--- config.mk ---
export PLATFORM = sky130hd
export DESIGN_NAME = dram_arbiter
export DESIGN_NICKNAME = d
export VERILOG_FILES = /design/src/rtl/mem_arb_pkg.sv /design/src/rtl/rr_grant2.sv /design/src/rtl/dram_arbiter.sv
export SDC_FILE = /design/constraint.sdc
export NUM_CORES = 1
export LEC_CHECK = 0
export CAP_MARGIN = 20
export CORE_AREA = 2 2 339 341
export DETAILED_ROUTE_END_ITERATION = 8
export DIE_AREA = 0 0 341 343
export PLACE_DENSITY = 0.4
export REMOVE_ABC_BUFFERS = 1
export SYNTH_ARGS = -nofsm -noshare
export SYNTH_HDL_FRONTEND = slang
export SYNTH_SLANG_ARGS = --single-unit
--- constraint.sdc ---
create_clock -name CLK -period 1.8 [get_ports CLK]
set_clock_uncertainty 0.05 [all_clocks]
set_input_delay 0.54 -clock CLK [delete_from_list [all_inputs] [get_ports CLK]]
set_output_delay 0.54 -clock CLK [all_outputs]
set_load 0.02 [all_outputs]
--- src/rtl/mem_arb_pkg.sv ---
// Shared types and constants for the L1-to-DRAM FIFO arbiter and its wrappers.
package mem_arb_pkg;

    typedef enum logic [1:0] {
        IDLE     = 2'd0,
        ISSUE    = 2'd1,
        WAIT_RSP = 2'd2,
        DONE     = 2'd3
    } arb_state_t;

    localparam logic CMD_WRITE = 1'b0;
    localparam logic CMD_READ  = 1'b1;

    localparam int L2_ADDR_W = 27;
    localparam int L2_DATA_W = 128;

    // Request/response bundles used by the L1 cache wrappers.
    typedef struct packed {
        logic [L2_ADDR_W-1:0] addr;
        logic [L2_DATA_W-1:0] data;
        logic                 rw;
        logic                 valid;
    } L2_req_type;

    typedef struct packed {
        logic [L2_DATA_W-1:0] data;
        logic                 ready;
    } mem_data_type;

endpackage

--- src/rtl/rr_grant2.sv ---
// Two-way grant between ic and dc: round-robin with a prio flop, or fixed dc-first.
module rr_grant2 #(
    parameter int FIXED_PRIO = 0
) (
    input  logic clk,
    input  logic rst,
    input  logic req_ic,
    input  logic req_dc,
    input  logic en,
    output logic gnt_dc
);

    logic prio;

    always_comb begin
        gnt_dc = 1'b0;
        if (FIXED_PRIO != 0) begin
            gnt_dc = req_dc;
        end else begin
            gnt_dc = req_dc & (~req_ic | prio);
        end
    end

    // prio only moves on a contested grant, and then points at the loser.
    always_ff @(posedge clk) begin
        if (rst) begin
            prio <= 1'b0;
        end else if (en && req_ic && req_dc && (FIXED_PRIO == 0)) begin
            prio <= ~gnt_dc;
        end
    end

endmodule

--- src/rtl/dram_arbiter.sv ---
// Shares one DRAM FIFO port between the ic and dc L1 caches, one transaction at a time,
// routing each response to the issuing side and flagging timeouts and stray responses.
module dram_arbiter
    import mem_arb_pkg::*;
#(
    parameter int ADDR_W      = 27,
    parameter int DATA_W      = 128,
    parameter int TIMEOUT_CYC = 4096,
    parameter int FIXED_PRIO  = 0
) (
    input  logic              CLK,
    input  logic              RST,
    input  logic [ADDR_W-1:0] ic_req_addr,
    input  logic [DATA_W-1:0] ic_req_data,
    input  logic              ic_req_rw,
    input  logic              ic_req_valid,
    output logic [DATA_W-1:0] ic_rsp_data,
    output logic              ic_rsp_ready,
    input  logic [ADDR_W-1:0] dc_req_addr,
    input  logic [DATA_W-1:0] dc_req_data,
    input  logic              dc_req_rw,
    input  logic              dc_req_valid,
    output logic [DATA_W-1:0] dc_rsp_data,
    output logic              dc_rsp_ready,
    output logic              mem_req_cmd,
    output logic [ADDR_W-1:0] mem_req_addr,
    output logic [DATA_W-1:0] mem_req_data,
    output logic              mem_req_en,
    input  logic              mem_req_rdy,
    input  logic [DATA_W-1:0] mem_rsp_data,
    input  logic              mem_rsp_en,
    output logic              mem_rsp_rdy,
    output logic              busy,
    output logic              owner,
    output logic              timeout_err,
    output logic              stray_err
);

    localparam int CNT_W = $clog2(TIMEOUT_CYC) + 1;

    arb_state_t       state;
    logic [CNT_W-1:0] cnt;
    logic             gnt_dc;
    logic             any_req;
    logic             timeout_hit;

    rr_grant2 #(
        .FIXED_PRIO(FIXED_PRIO)
    ) u_grant (
        .clk    (CLK),
        .rst    (RST),
        .req_ic (ic_req_valid),
        .req_dc (dc_req_valid),
        .en     (state == IDLE),
        .gnt_dc (gnt_dc)
    );

    assign any_req      = ic_req_valid | dc_req_valid;
    assign timeout_hit  = (cnt == CNT_W'(TIMEOUT_CYC - 1));
    assign mem_rsp_rdy  = 1'b1;
    assign busy         = (state != IDLE);
    assign ic_rsp_ready = (state == DONE) && !owner;
    assign dc_rsp_ready = (state == DONE) && owner;

    always_ff @(posedge CLK) begin
        if (RST) begin
            state        <= IDLE;
            owner        <= 1'b0;
            cnt          <= '0;
            mem_req_en   <= 1'b0;
            mem_req_cmd  <= 1'b0;
            mem_req_addr <= '0;
            mem_req_data <= '0;
            ic_rsp_data  <= '0;
            dc_rsp_data  <= '0;
            timeout_err  <= 1'b0;
            stray_err    <= 1'b0;
        end else begin
            // Responses outside WAIT_RSP are dropped; only the flag records them.
            if (mem_rsp_en && (state != WAIT_RSP)) begin
                stray_err <= 1'b1;
            end

            case (state)
                IDLE: begin
                    if (any_req) begin
                        owner        <= gnt_dc;
                        mem_req_addr <= gnt_dc ? dc_req_addr : ic_req_addr;
                        mem_req_data <= gnt_dc ? dc_req_data : ic_req_data;
                        mem_req_cmd  <= gnt_dc ? ~dc_req_rw : ~ic_req_rw;
                        mem_req_en   <= 1'b1;
                        state        <= ISSUE;
                    end
                end
                ISSUE: begin
                    if (mem_req_rdy) begin
                        mem_req_en <= 1'b0;
                        cnt        <= '0;
                        state      <= WAIT_RSP;
                    end
                end
                WAIT_RSP: begin
                    cnt <= cnt + CNT_W'(1);
                    // A response on the timeout cycle still wins.
                    if (mem_rsp_en) begin
                        if (owner) begin
                            dc_rsp_data <= mem_rsp_data;
                        end else begin
                            ic_rsp_data <= mem_rsp_data;
                        end
                        state <= DONE;
                    end else if (timeout_hit) begin
                        timeout_err <= 1'b1;
                        if (owner) begin
                            dc_rsp_data <= '0;
                        end else begin
                            ic_rsp_data <= '0;
                        end
                        state <= DONE;
                    end
                end
                DONE: begin
                    state <= IDLE;
                end
                default: begin
                    state <= IDLE;
                end
            endcase
        end
    end

endmodule
* Word level (Yosys, flattened, before mapping)
Cells that the tools add are included.
W data, S select, Z words.
** Storage, ports and cells
- Memories :: 0
- Bits in registers :: 432
- Latch bits :: 0
- Logic and storage cells :: 69
- Bits in read-only memories :: 0
- Output and inout bits :: 420
- RAM bits :: 0
** Operators by class
- Div/mod/pow operators :: 0
- Reduce and logical (&&, ||, !) cells :: 18
- Equality and inequality tests :: 8
- Order comparisons :: 0
- $mul :: 0
- Add/sub/neg operators :: 1
- Bitwise gates (word level) :: 9
- Shifts and indexed selects :: 0
- Muxes and demuxes :: 21
** Operators with widths (number)
- $mux W128 :: 9
- $mux W27 :: 1
- $pmux W13 S2 :: 1
- $reduce_and A3 Y1 :: 5
- $add A13 B1 Y13 const B :: 1
- $eq A13 B12 Y1 const B :: 1
- $mux W13 :: 1
- $mux W2 :: 4
- $pmux W2 S4 :: 1
- $reduce_bool A2 Y1 :: 4
- $ne A2 B2 Y1 const B :: 3
- $not A1 Y1 :: 6
- $logic_and A1 B1 Y1 :: 5
- $eq A2 B2 Y1 const B :: 2
- $reduce_and A2 Y1 :: 2
- $mux W1 :: 3
- $ne A3 B3 Y1 const B :: 1
- $eq A2 B1 Y1 const B :: 1
- $logic_not A2 Y1 :: 1
- $or A1 B1 Y1 :: 2
- $pmux W1 S2 :: 1
- $and A1 B1 Y1 :: 1
- $logic_not A1 Y1 :: 1

* Logic depth before layout (Yosys ltp)
- Depth after elaboration :: 4
- Mapped depth :: 8
- Mapped depth without buffers :: 6

* Modules after synthesis
A second synthesis with hierarchy kept.
** Second synthesis, totals
- Cells, all modules :: 1805
- Area total of the unflattened synthesis :: 18499.0 µm²
** Modules (own cells, without submodules)
- dram_arbiter :: area each 18437.7 µm², cells an instance 1798, sequential area each 8628.3 µm², instances 1
- rr_grant2 :: area each 61.3 µm², cells an instance 7, sequential area each 20.0 µm², instances 1

* Worst setup path before layout
OpenSTA, ideal clock, no wires.
- Kind :: reg-to-reg
- From :: reg state[0]
- To :: reg mem_req_data[50]
- Setup time :: 0.086 ns
- Slack :: -0.098 ns
- Cell stages (with the launch flop) :: 9
- Path buffers :: 2
- Arrival :: 1.763 ns
- Cell sequence :: dfxtp_1 > inv_1 > ha_1 > inv_1 > nor2_1 > clkbuf_1 > buf_1 > nor2_1 > a211oi_1
** Between the ends
- Longest elaborated chain between the ends :: 2
** RTL lines
- start: declaration :: RTL line dram_arbiter.sv:41 : arb_state_t state;
- start signal: assignment :: RTL line dram_arbiter.sv:67 : state <= IDLE;
- start signal: assignment :: RTL line dram_arbiter.sv:92 : state <= ISSUE;
- start signal: assignment :: RTL line dram_arbiter.sv:99 : state <= WAIT_RSP;
- $logic_not A2 Y1 :: RTL line dram_arbiter.sv:84 : case (state)
- $reduce_and A2 Y1 (no line)
- end signal: assignment :: RTL line dram_arbiter.sv:89 : mem_req_data <= gnt_dc ? dc_req_data : ic_req_data;
- end: declaration :: RTL line dram_arbiter.sv:27 : output logic [DATA_W-1:0] mem_req_data,
Every way passes these cells.
A chain may end at the register's enable or synchronous reset.

* Final worst setup path
- From :: reg state[1]
- To :: out dc_rsp_ready
** Between the ends
- Longest elaborated chain between the ends :: 2
** RTL lines
- $eq A2 B2 Y1 :: RTL line dram_arbiter.sv:63 : assign dc_rsp_ready = (state == DONE) && owner;
- $logic_and A1 B1 Y1 :: RTL line dram_arbiter.sv:63
- end: declaration :: RTL line dram_arbiter.sv:24 : output logic dc_rsp_ready,
Every way passes these cells.

==> flow_summary_export.csv <==
group,metric,value,unit
timing,rsz0062_at_grt,"yes",
setup_path,cp-endpoint,"dc_rsp_ready",
setup_path,worstPathArrival,1400,ps
global_routing,grt-ovfl-total,0,
outcome,violations,"negative setup slack",
clocking,cts.sinks,432,
timing,hold_viol_final,0,
timing,tns,-17580,ps
placement,gp_congestion,0.8092,
final_layout,final_common_cell,"clkdlybuf4s50_1",
timing,setup_violations,229,
timing,fin_crit,1987,ps
setup_path,r2r-start,"cnt[4]",
global_routing,grt_usage,0.1452,
clocking,clkLatencyLatePin,610,ps
clocking,clk_pin_slew_worst_paths,50,ps
synthesis,synth_cell_type_count,46,
setup_path,critPathMaxStageDelay,370,ps
setup_path,cpMaxStageDelayCell,"dfxtp_4",
final_layout,layout_common_cells,"clkdlybuf4s50_1, mux2i_1, dfxtp_1",
clocking,cts-htree-levels,2,
run,cap_violations,0,
synthesis,synth_flop_cell,"dfxtp_1",
pwr,ir_worst_vdd,0.0007091,V
final_layout,final_nets,3212,
timing,fmax,0.5032,GHz
floorplanning,chipHeight,343,um
placement,dp_hpwl,69100,um
route,drc,0,
global_routing,grt_pass1_vias,17780,
clocking,hold_buffers,0,
global_routing,grt_max_degree,65,
floorplanning,die_w,341,um
synthesis,syn_avg_cell_area,10.30,um^2
synthesis,async_reset_ff_frac,0,
route,wire_per_inst,21.74,um
route,ant_nets,0,
route,first_pass_iters,4,
synthesis,synth_top_area_share,0.4646,
floorplanning,start_util,0.1641,
synthesis,synth_edf_count,0,
pwr,leakage,15.00,nW
route,dr_wl_met3,6932,um
global_routing,grt_first_pass_wirelength,125600,um
floorplanning,std_cell_rows,124,
route,met2WireLength,44790,um
floorplanning,dieArea,117000,um^2
clocking,clockBufferDepth,3,
setup_path,crit_start,"state[1]",
route,maxUsedRoutingLayer,"met5",
synthesis,ys_seq_area_frac,0.4646,
timing,hold_slack,222.7,ps
clocking,numCtsBuffers,54,
route,routed_via_density,3.989,
placement,pre_cts_ws,-591.2,ps
route,vias,17200,
global_routing,grt_antenna_before_repair,15,
final_layout,area_growth,75.08,%
setup_path,rr_endpoint,"ic_rsp_data[87]",
synthesis,syn_inst,1807,
setup_path,worstPathRequired,1210,ps
clocking,root_buffer,"clkbuf_16",
final_layout,final_layout_size_suffix_gt1_frac,0.3182,
pwr,p_per_area,1140,nW/um^2
placement,portBuffers,864,
synthesis,netlist_area,18620,um^2
clocking,cts_tree,"built",
min_path,hold_path_class,"primary input to flop",
route,drt-met1-wl,38730,um
synthesis,synth_seq_cells,432,
synthesis,synth_top_area_cell,"dfxtp_1",
setup_path,worstPathCellList,"ha_4, and2_4, buf_6",
timing,finalMaxSlewViolations,0,
timing,min_period_over_period,1.104,
setup_path,worstPathMaxFanout,3,
synthesis,synthTopCellsByArea,"dfxtp_1, mux2i_1, nand2b_1, a211oi_1, nand3b_1",
outcome,status,"complete, but fails checks",
timing,fin_ws,-187.2,ps
setup_path,cp-start-kind,"flop",
floorplanning,io_pins,866,
setup_path,reg2reg_slack,-160,ps
route,wirelength,93730,um
route,drt_first_iter_violations,516,
setup_path,crit_path_end_kind,"output port",
setup_path,crit_type,"flop to output port",
synthesis,yosys_warnings,0,
floorplanning,core,113400,um^2
setup_path,r2r_cells,9,
## power by group
part | switching [mW] | total [mW] | internal (mW)
sequential | 1.24 | 12.4 | 11.2
combinational | 7.40 | 14.3 | 6.85
clock | 4.40 | 10.4 | 6.05
## metal layers
metal	up-vias	track usage
met4	20	0.05195
met3	149	0.04832
met5	-	0
met1	8145	0.1701
met2	644	0.2467
li1	8244	-
## cell families after synthesis
family / Yosys count / share of synthesized area
buffers and inverters: 165 / 0.04678
adders and majority gates: 5 / 0.003361
other: 1 / 0.0002014
xor gates and xnor gates: 7 / 0.003294
AOI/OAI and AO/OA: 181 / 0.07172
DFF: 432 / 0.4646
and+or+nand+nor: 602 / 0.1874
muxes: 414 / 0.2227
## per-stage QoR
stage	util	cells	cell area [um^2]	total power, mW
final	0.2874	4312	32590	37.14
after detailed placement	0.2649	4149	30040	24.85
after CTS	0.2752	4279	31210	35.24
after global routing	0.2874	4311	32590	38.82
after floorplan	-	1649	17770	14.17
after global placement	0.2649	4149	30040	24.76
## layout make-up
type | count | area [um^2]
multi-input combinational | 1210 | 9776
antenna | 3 | 7.507
sequential | 432 | 8772
fill | 11970 | 80820
timing repair buffer | 1056 | 10460
clock buffer | 83 | 1602
inverter | 7 | 33.78
clock inverter | 9 | 55.05
tap | 1512 | 1892
## state kept, by name, summed over array words and instances (netlist names)
| register | count |
|---|---|
| mem_req_en | 1 |
| ic_rsp_data | 128 |
| mem_req_cmd | 1 |
| cnt | 13 |
| dc_rsp_data | 128 |
| stray_err | 1 |
| u_grant.prio | 1 |
| state | 2 |
| mem_req_data | 128 |
| mem_req_addr | 27 |
| timeout_err | 1 |
| owner | 1 |
## Yosys cell counts (2+ instances only)
cell and instances:
a21oi_1 9, xnor2_1 4, o21a_1 2, buf_6 28, a211oi_1 155, nor3_1 4, nand3b_1 128, nor2b_1 5
buf_2 12, nand4_1 2, buf_4 7, inv_1 7, dfxtp_1 432, o21ai_0 4, nand2_1 7, ha_1 5
and3_1 3, xor2_1 3, nand3_1 7, nor2_1 174, buf_1 3, mux2i_1 413, or3_1 2, nand2b_1 262
clkbuf_1 108
## worst max-delay path: cells and delay by family (launching register included)
kind,cells,cell delay (ps)
and+or+nand+nor,1,130
adders and majority gates,1,160
buffers and inverters,1,120
DFF,1,370
## worst min path at each step
stage,to,cells after the start,startpoint
floorplan,cnt[10],2,cnt[10]
global placement,mem_req_cmd,2,mem_req_cmd
detailed placement,mem_req_cmd,2,mem_req_cmd
CTS,ic_rsp_data[57],3,RST
global route,ic_rsp_data[57],3,RST
finish,ic_rsp_data[57],3,RST
## repair_timing
action / in CTS / in global routing
pin swaps: 10 / 47
buffers inserted: 23 / 26
setup endpoints to repair: 738 / 439
cloned: 15 / 24
gates resized for setup: 1855 / 270
Note: power is estimated with default switching activity, not from simulation.
